`config.mk`:
```
export PLATFORM = sky130hd
export DESIGN_NAME = alu_exec
export DESIGN_NICKNAME = d
export VERILOG_FILES = /design/src/rtl/alu_pkg.sv /design/src/rtl/alu_shift_iter.sv /design/src/rtl/alu_exec.sv
export SDC_FILE = /design/constraint.sdc
export NUM_CORES = 1
export LEC_CHECK = 0
export ABC_AREA = 1
export BUFFER_PORTS_ARGS = -buffer_cell sky130_fd_sc_hd__buf_2
export CELL_PAD_IN_SITES_DETAIL_PLACEMENT = 0
export CELL_PAD_IN_SITES_GLOBAL_PLACEMENT = 1
export CORE_MARGIN = 8
export CORE_UTILIZATION = 42
export CTS_CLUSTER_SIZE = 24
export DETAILED_ROUTE_END_ITERATION = 10
export PLACE_DENSITY_LB_ADDON = 0.1
export SYNTH_ARGS = -nofsm -noshare
export SYNTH_HDL_FRONTEND = slang
export SYNTH_SLANG_ARGS = --single-unit
```
`constraint.sdc`:
```
create_clock -name clk -period 2.6 [get_ports clk]
set_input_delay 0.13 -clock clk [delete_from_list [all_inputs] [get_ports clk]]
set_output_delay 0.13 -clock clk [all_outputs]
set_load 0.05 [all_outputs]
```
`src/rtl/alu_pkg.sv`:
```
// alu_pkg: shared ALU op codes and exec FSM state type.
package alu_pkg;
   localparam logic [3:0] ALU_ADD = 4'b0000;
   localparam logic [3:0] ALU_SUB = 4'b0001;
   localparam logic [3:0] ALU_AND = 4'b0010;
   localparam logic [3:0] ALU_OR  = 4'b0011;
   localparam logic [3:0] ALU_XOR = 4'b0100;
   localparam logic [3:0] ALU_SLL = 4'b0101;
   localparam logic [3:0] ALU_SRL = 4'b0110;
   localparam logic [3:0] ALU_SLT = 4'b0111;
   typedef enum logic [1:0] {IDLE, SHIFT, DONE} state_t;
endpackage

```
`src/rtl/alu_shift_iter.sv`:
```
// alu_shift_iter: one-bit-per-cycle serial shifter with down-counting shift amount.
module alu_shift_iter #(
   parameter int XLEN    = 32,
   parameter int SHAMT_W = 5
) (
   input  logic               clk,
   input  logic               reset,
   input  logic               start_i,
   input  logic               step_i,
   input  logic               right_i,
   input  logic [XLEN-1:0]    din_i,
   input  logic [SHAMT_W-1:0] shamt_i,
   output logic               last_o,
   output logic [XLEN-1:0]    dout_o
);
   logic [XLEN-1:0]    acc_q;
   logic [SHAMT_W-1:0] cnt_q;
   logic               right_q;
   assign dout_o = right_q ? acc_q >> 1 : acc_q << 1;
   assign last_o = cnt_q == SHAMT_W'(1);
   always_ff @(posedge clk) begin
      if (reset) begin
         acc_q   <= '0;
         cnt_q   <= '0;
         right_q <= 1'b0;
      end else if (start_i) begin
         acc_q   <= din_i;
         cnt_q   <= shamt_i;
         right_q <= right_i;
      end else if (step_i) begin
         acc_q <= dout_o;
         cnt_q <= cnt_q - SHAMT_W'(1);
      end
   end
endmodule

```
`src/rtl/alu_exec.sv`:
```
// alu_exec: handshaked ALU; shifts run serially, everything else completes in one cycle.
module alu_exec
   import alu_pkg::*;
#(
   parameter int XLEN    = 32,
   parameter int SHAMT_W = 5
) (
   input  logic            clk,
   input  logic            reset,
   input  logic            in_valid,
   output logic            in_ready,
   input  logic [3:0]      alucontrol,
   input  logic [XLEN-1:0] srca,
   input  logic [XLEN-1:0] srcb,
   output logic            out_valid,
   input  logic            out_ready,
   output logic [XLEN-1:0] result,
   output logic            zero
);
   state_t             state_q, state_d;
   logic [XLEN-1:0]    result_q, result_d, alu_y, sh_nxt;
   logic               zero_q, zero_d, accept, start, last;
   logic [SHAMT_W-1:0] shamt;
   assign in_ready  = state_q == IDLE;
   assign out_valid = state_q == DONE;
   assign result    = result_q;
   assign zero      = zero_q;
   assign accept    = in_valid && in_ready;
   assign shamt     = srcb[SHAMT_W-1:0];
   assign start     = accept && (alucontrol == ALU_SLL || alucontrol == ALU_SRL) && shamt != '0;
   // Shift ops only reach alu_y with a zero shift amount, so they pass srca through.
   always_comb begin
      case (alucontrol)
         ALU_SUB: alu_y = srca - srcb;
         ALU_AND: alu_y = srca & srcb;
         ALU_OR:  alu_y = srca | srcb;
         ALU_XOR: alu_y = srca ^ srcb;
         ALU_SLL: alu_y = srca;
         ALU_SRL: alu_y = srca;
         ALU_SLT: alu_y = {{(XLEN-1){1'b0}}, $signed(srca) < $signed(srcb)};
         default: alu_y = srca + srcb;
      endcase
   end
   alu_shift_iter #(.XLEN(XLEN), .SHAMT_W(SHAMT_W)) u_shift (
      .clk     (clk),
      .reset   (reset),
      .start_i (start),
      .step_i  (state_q == SHIFT),
      .right_i (alucontrol == ALU_SRL),
      .din_i   (srca),
      .shamt_i (shamt),
      .last_o  (last),
      .dout_o  (sh_nxt)
   );
   always_ff @(posedge clk) begin
      if (reset) begin
         state_q  <= IDLE;
         result_q <= '0;
         zero_q   <= 1'b1;
      end else begin
         state_q  <= state_d;
         result_q <= result_d;
         zero_q   <= zero_d;
      end
   end
   always_comb begin
      state_d = state_q;
      case (state_q)
         IDLE:    state_d = accept ? (start ? SHIFT : DONE) : IDLE;
         SHIFT:   state_d = last ? DONE : SHIFT;
         DONE:    state_d = out_ready ? IDLE : DONE;
         default: state_d = IDLE;
      endcase
   end
   always_comb begin
      result_d = (accept && !start) ? alu_y : (state_q == SHIFT && last) ? sh_nxt : result_q;
      zero_d   = result_d == '0;
   end
endmodule

```
Yosys cells after proc, flatten, opt, wreduce, memory -nomap -nowiden
Index checks and enable logic that the tools add are counted.
{ "word_totals": {"reg_bits": 73, "word_cells": 48, "output_inout_bits": 35, "in_bits": 72} }
{ "op_classes": {"order_cmp": 1, "reduce_logical": 12, "n_eq_ne": 10, "bitwise": 3, "n_addsub": 3, "n_mux": 13} }
{ "op_table": {"columns": ["op", "n"], "rows": [
  ["$pmux 32 s6", 1],
  ["$mux 32", 5],
  ["$add 32x32->32", 1],
  ["$and 32x32->32", 1],
  ["$logic_not 32->1", 1],
  ["$lt 32x32->1", 1],
  ["$or 32x32->32", 1],
  ["$sub 32x32->32", 1],
  ["$xor 32x32->32", 1],
  ["$eq 4x3->1 const B", 4],
  ["$mux 5", 2],
  ["$eq 4x2->1 const B", 2],
  ["$mux 2", 4],
  ["$pmux 2 s3", 1],
  ["$eq 5x1->1 const B", 1],
  ["$logic_and 1x1->1", 5],
  ["$reduce_bool 5->1", 1],
  ["$sub 5x1->5 const B", 1],
  ["$eq 4x1->1 const B", 1],
  ["$eq 2x1->1 const B", 1],
  ["$eq 2x2->1 const B", 1],
  ["$logic_not 2->1", 1],
  ["$reduce_bool 2->1", 1],
  ["$reduce_or 2->1", 1],
  ["other kinds (2)", 2]
]} }

Depth between registers and ports, before layout
{ "logic_depth": {"word_depth": 8, "mapped_depth": 23, "ltp_nobuf": 22} }

By module
From an unflattened synthesis, not the netlist that was laid out.
{ "unflattened": {"hier_cells": 1950, "hier_area_um2": 10440.0} }
{ "modules_own_cells": {"columns": ["module", "cells_per_inst", "seq_area_each_um2", "area_each_um2", "instances"], "rows": [
  ["alu_exec", 1657, 700.7, 8404.3, 1],
  ["alu_shift_iter", 293, 760.7, 2035.7, 1]
]} }

Worst setup path before layout
No wires, ideal clock.
{ "synth_path": {"path_kind": "reg2reg", "from": "register state_q[0]", "to": "register zero_q, in the netlist zero", "setup_ps": 58, "required_ps": 2542, "path_buffers": 1, "arrival_time_ps": 2504, "slack_ps": 37, "synth_period_minus_slack_ps": 2563, "path_stages_with_launch": 17, "cell_sequence": "dfxtp_1 > nor2_1 > nand2_1 > inv_1 > nand3_4 > inv_4 > nor2_8 > inv_4 > buf_6 > o211ai_1 > nand2_1 > nand3_1 > nor2_1 > nand4_1 > nor2_1 > nand2_1 > nand2_1"} }
{ "synth_via": {"elab_chain_len": 8, "word_cells_on_any_way": 11, "classes_between": "eq/ne (1); mux (2); reduce/logical (8)"} }
{ "synth_rtl": {"columns": ["element", "line", "text"], "rows": [
  ["start: declaration", "alu_exec.sv:20", "state_t state_q, state_d;"],
  ["start signal: assignment", "alu_exec.sv:61", "state_q <= state_d;"],
  ["$logic_not 2->1 *", "alu_exec.sv:24", "assign in_ready = state_q == IDLE;"],
  ["named net in_ready", "alu_exec.sv:11", "output logic in_ready,"],
  ["$logic_and 1x1->1 *", "alu_exec.sv:28", "assign accept = in_valid && in_ready;"],
  ["$logic_and 1x1->1 (2 in series)", "alu_exec.sv:30", "assign start = accept && (alucontrol == ALU_SLL || alucontrol == ALU_SRL) && shamt != '0;"],
  ["$logic_not 1->1", "alu_exec.sv:76", "result_d = (accept && !start) ? alu_y : (state_q == SHIFT && last) ? sh_nxt : result_q;"],
  ["$logic_and 1x1->1 *", "alu_exec.sv:76", null],
  ["$mux 32 *", "alu_exec.sv:76", null],
  ["$logic_not 32->1 *", "alu_exec.sv:77", "zero_d = result_d == '0;"],
  ["end signal: assignment", "alu_exec.sv:63", "zero_q <= zero_d;"],
  ["end: declaration", "alu_exec.sv:22", "logic zero_q, zero_d, accept, start, last;"]
]} }
The timed path passes the listed nets; every way through them passes the cells marked *.
A chain may end at the register's enable or synchronous reset.

Worst setup path after layout
{ "layout_path": {"from": "input srca[25]", "to": "register zero_q, in the netlist zero"} }
{ "layout_via": {"elab_chain_len": 4, "word_cells_on_any_way": 9, "classes_between": "add/sub (2); order compare (1); mux (2); bitwise (3); reduce/logical (1)"} }
{ "layout_rtl": {"columns": ["element", "line", "text"], "rows": [
  ["start: declaration", "alu_exec.sv:13", "input logic [XLEN-1:0] srca,"],
  ["$add 32x32->32, or another cell as far along", "alu_exec.sv:41", "default: alu_y = srca + srcb;"],
  ["$pmux 32 s6 *", "alu_exec.sv:33", "case (alucontrol)"],
  ["$mux 32 *", "alu_exec.sv:76", null],
  ["$logic_not 32->1 *", "alu_exec.sv:77", null]
]} }
Mark *: on every way between the ends. The rest lies on a longest branch, timed or not.

==> results.json <==
{
  "yosysMostFrequentCell": "nand2_1",
  "status": "finished clean",
  "io_pins": 107,
  "synth-seq-cells": 73,
  "power_frac_comb_pct": 52.0,
  "p_sw_w": 0.00227,
  "fmax_ghz": 0.405,
  "die_w_um": 174,
  "crit_start": "srca[25]",
  "syn-num-nets": 2062,
  "pwr-share-seq_pct": 23.2,
  "crit_fanout": 8,
  "maxCapViolCount": 0,
  "ys_types": 49,
  "first_iter_violations": 1016,
  "fin_util_pct": 55.2,
  "synth_edf_count": 0,
  "start_kind": "input pin",
  "yosys_warnings": 0,
  "antenna_cells": 0,
  "crit_path_frequent_cell": "nand2_1",
  "cts_root_buf": "clkbuf_16",
  "yosys-top-cells-area": "nand2_1, dfxtp_1, inv_1",
  "synthCells": 1890,
  "reg2reg_from": "state_q[0]$_SDFF_PP0_",
  "routed_wl_um": 47500,
  "cp.buffers_inverters": 4,
  "core_area_um2": 24900,
  "grt_pass1_vias": 13000,
  "area_delta_synth_final_pct": 30.9,
  "viasPerCell": 5.19,
  "cts_max_level": 3,
  "post-route-period-util_pct": 95.0,
  "dr.pass1.iters": 5,
  "io_buffers": 106,
  "clkTransAtPathRegs_ps": 60,
  "cts_buffer_depth": 2,
  "finalWorstSetupSlack_ps": 130,
  "cpMaxStageDelayCell": "ha_1",
  "worst-setup-path-type": "in -> reg",
  "dieArea_um2": 30300,
  "grt_pass1_wl_um": 72600,
  "seqCellArea_um2": 1460,
  "final-setup-viol-count": 0,
  "cts_tree": "yes",
  "cp.arrival_ps": 2740,
  "worstPathRequired_ps": 2870,
  "finalHoldViolCount": 0,
  "fp-row-count": 58,
  "cp_cell_sequence": "buf_2, inv_1, ha_1, inv_1, a21oi_1, o21ai_0, nand2_1, nand2_1, a21oi_1, buf_4, nand2_1, nand2_1, nand2_1, nand2_1, nand2_1, a21oi_2, nand4_1, nor2_2, nand2_1, nand2_1",
  "synth_top_flop_cell": "dfxtp_1",
  "multi_input_area_um2": 7390,
  "async_reset_ff_share_pct": 0,
  "p_leak_nw": 7.53,
  "hp-start": "srcb[0]",
  "cts_made_buffers": 9,
  "synth_area_um2": 10500,
  "drive_gt1_share_pct": 21.6,
  "routedWlPerCell_um": 18.6,
  "start_util_pct": 42.2,
  "fp.dieH_um": 174,
  "irDropWorstVdd_mv": 0.341,
  "fill_cells": 2646,
  "worst_slew_pin_slew_ps": 957,
  "skew_ps": 8.04,
  "postRouteAntennaNets": 0,
  "swShare_pct": 42.3,
  "clkSinkCount": 73,
  "finalNetCount": 2400,
  "power.internal_w": 0.00310,
  "clockPowerShare_pct": 24.8,
  "worstSetupEndpointType": "flop",
  "yosysSeqAreaShare_pct": 13.9,
  "antenna_found_initial": 0,
  "dp_slack_ps": -252,
  "insertion_delay_ps": 330,
  "finalCriticalPeriod_ps": 2470,
  "max_stage_delay_ps": 470,
  "critPathTopFamily": "simple AND/OR/NAND/NOR gates",
  "synth.avg_cell_area_um2": 5.56,
  "grt_max_degree": 44,
  "dpl.hpwl_um": 40200,
  "vias": 13300,
  "drc": 0,
  "yosys.area.top_type": "nand2_1",
  "hp-class": "in -> reg",
  "place.gp.congestion": 1.04,
  "grt_overflow_total": 0,
  "synth_common_cells": "nand2_1, inv_1, nor2_1, nand3_1, ha_1",
  "slew_headroom_pct": 36.1,
  "regToRegSetupSlack_ps": 150,
  "p_per_area_nw_per_um2": 391,
  "synth_top_area_share_pct": 21.6,
  "grt_usage_pct": 30.7,
  "hold_buffers": 0,
  "finalMaxSlewViolations": 0
}
power groups by stage:
stage / combinational [W] / clock (W) / sequential, W
after CTS: 0.00274 / 0.00135 / 0.00125
after global placement: 0.00271 / 0 / 0.00127
after detailed placement: 0.00273 / 0 / 0.00127
after floorplan: 0.00132 / 0 / 0.00145
after global routing: 0.00305 / 0.00140 / 0.00125
final: 0.00279 / 0.00133 / 0.00125
final timing paths:
path | end | depth (start not counted)
worst max-delay path | zero$_SDFF_PP1_ | 20
worst min-delay path | u_shift.cnt_q[0]$_SDFFE_PP0P_ | 3
worst max register to register | zero$_SDFF_PP1_ | 15
worst min register to register | u_shift.acc_q[30]$_SDFFE_PP0P_ | 2
metal layers:
| metal | routed length (um) | global-route usage, % | vias up |
|---|---|---|---|
| met1 | 19600 | 35.6 | 6073 |
| met2 | 22100 | 52.8 | 462 |
| met3 | 2350 | 3.65 | 146 |
| met5 | 0 | 0 | - |
| met4 | 3430 | 19.6 | 0 |
| li1 | - | - | 6623 |
registers in the layout (all words and copies together), names as in the netlist:
register and count:
result 32, state_q 2, u_shift.acc_q 32, u_shift.cnt_q 5, u_shift.right_q 1, zero 1
what timing repair did:
action / 4_1_cts / 5_1_grt
setup endpoints to repair: 0 / 1
resized for setup: 0 / 22
buffers inserted: 0 / 3
logic make-up (layout without fill, tap and decap cells):
| group | after synthesis | in the layout | synth area share [%] |
|---|---|---|---|
| compound gates | 250 | 250 | 14.2 |
| flops | 73 | 73 | 13.9 |
| simple gates | 1002 | 1002 | 39.8 |
| fa+ha+maj | 100 | 100 | 12.1 |
| xor+xnor | 12 | 12 | 1.00 |
| mux | 28 | 28 | 2.67 |
| buf+inv | 425 | 768 | 16.4 |
stage by stage:
step | TNS [ps] | area, um2 | std cells | hold WS, ps | power [W]
after floorplan | 0 | 10500 | 1890 | 298 | 0.00277
after global placement | -248 | 13300 | 2544 | 454 | 0.00398
after detailed placement | -252 | 13300 | 2544 | 460 | 0.00400
after CTS | 0 | 13700 | 2560 | 134 | 0.00533
after global routing | -52.6 | 13700 | 2563 | 179 | 0.00570
final | 0 | 13700 | 2563 | 136 | 0.00537
final cells by class:
cell class	instances	share of cell area, %
clock buffer	10	1.67
clock inverter	6	0.674
inverter	347	9.53
multi-input combinational	1392	53.7
sequential	73	10.6
tap	330	3.00
timing repair buffer	405	20.7
placed cells by master (no fill, tap or decap), drive strengths merged:
cell type and instances:
and2 6, inv 346, dfxtp 73, fa 2, or2 18, nor2 195, nand3b 2, a211oi 13
o21bai 7, o21ai 42, a21oi 94, a32oi 2, xor2 11, ha 98, nand4 36, bufinv 2
o211ai 19, o221ai 1, o311ai 1, a31oi 20, nand2 608, mux2i 28, clkinv 3, clkinvlp 2
xnor2 1, buf 405, nand3 118, nor3 18, a21o 1, clkbuf 10, a21boi 1, a22oi 2
o22ai 38, and3 1, a221oi 9
tightest hold or removal path, stage by stage:
cell and delay (ps):
buf_2 140, nor2_1 100, a211oi_1 50
No activity file was read; power rests on OpenSTA's default activity.
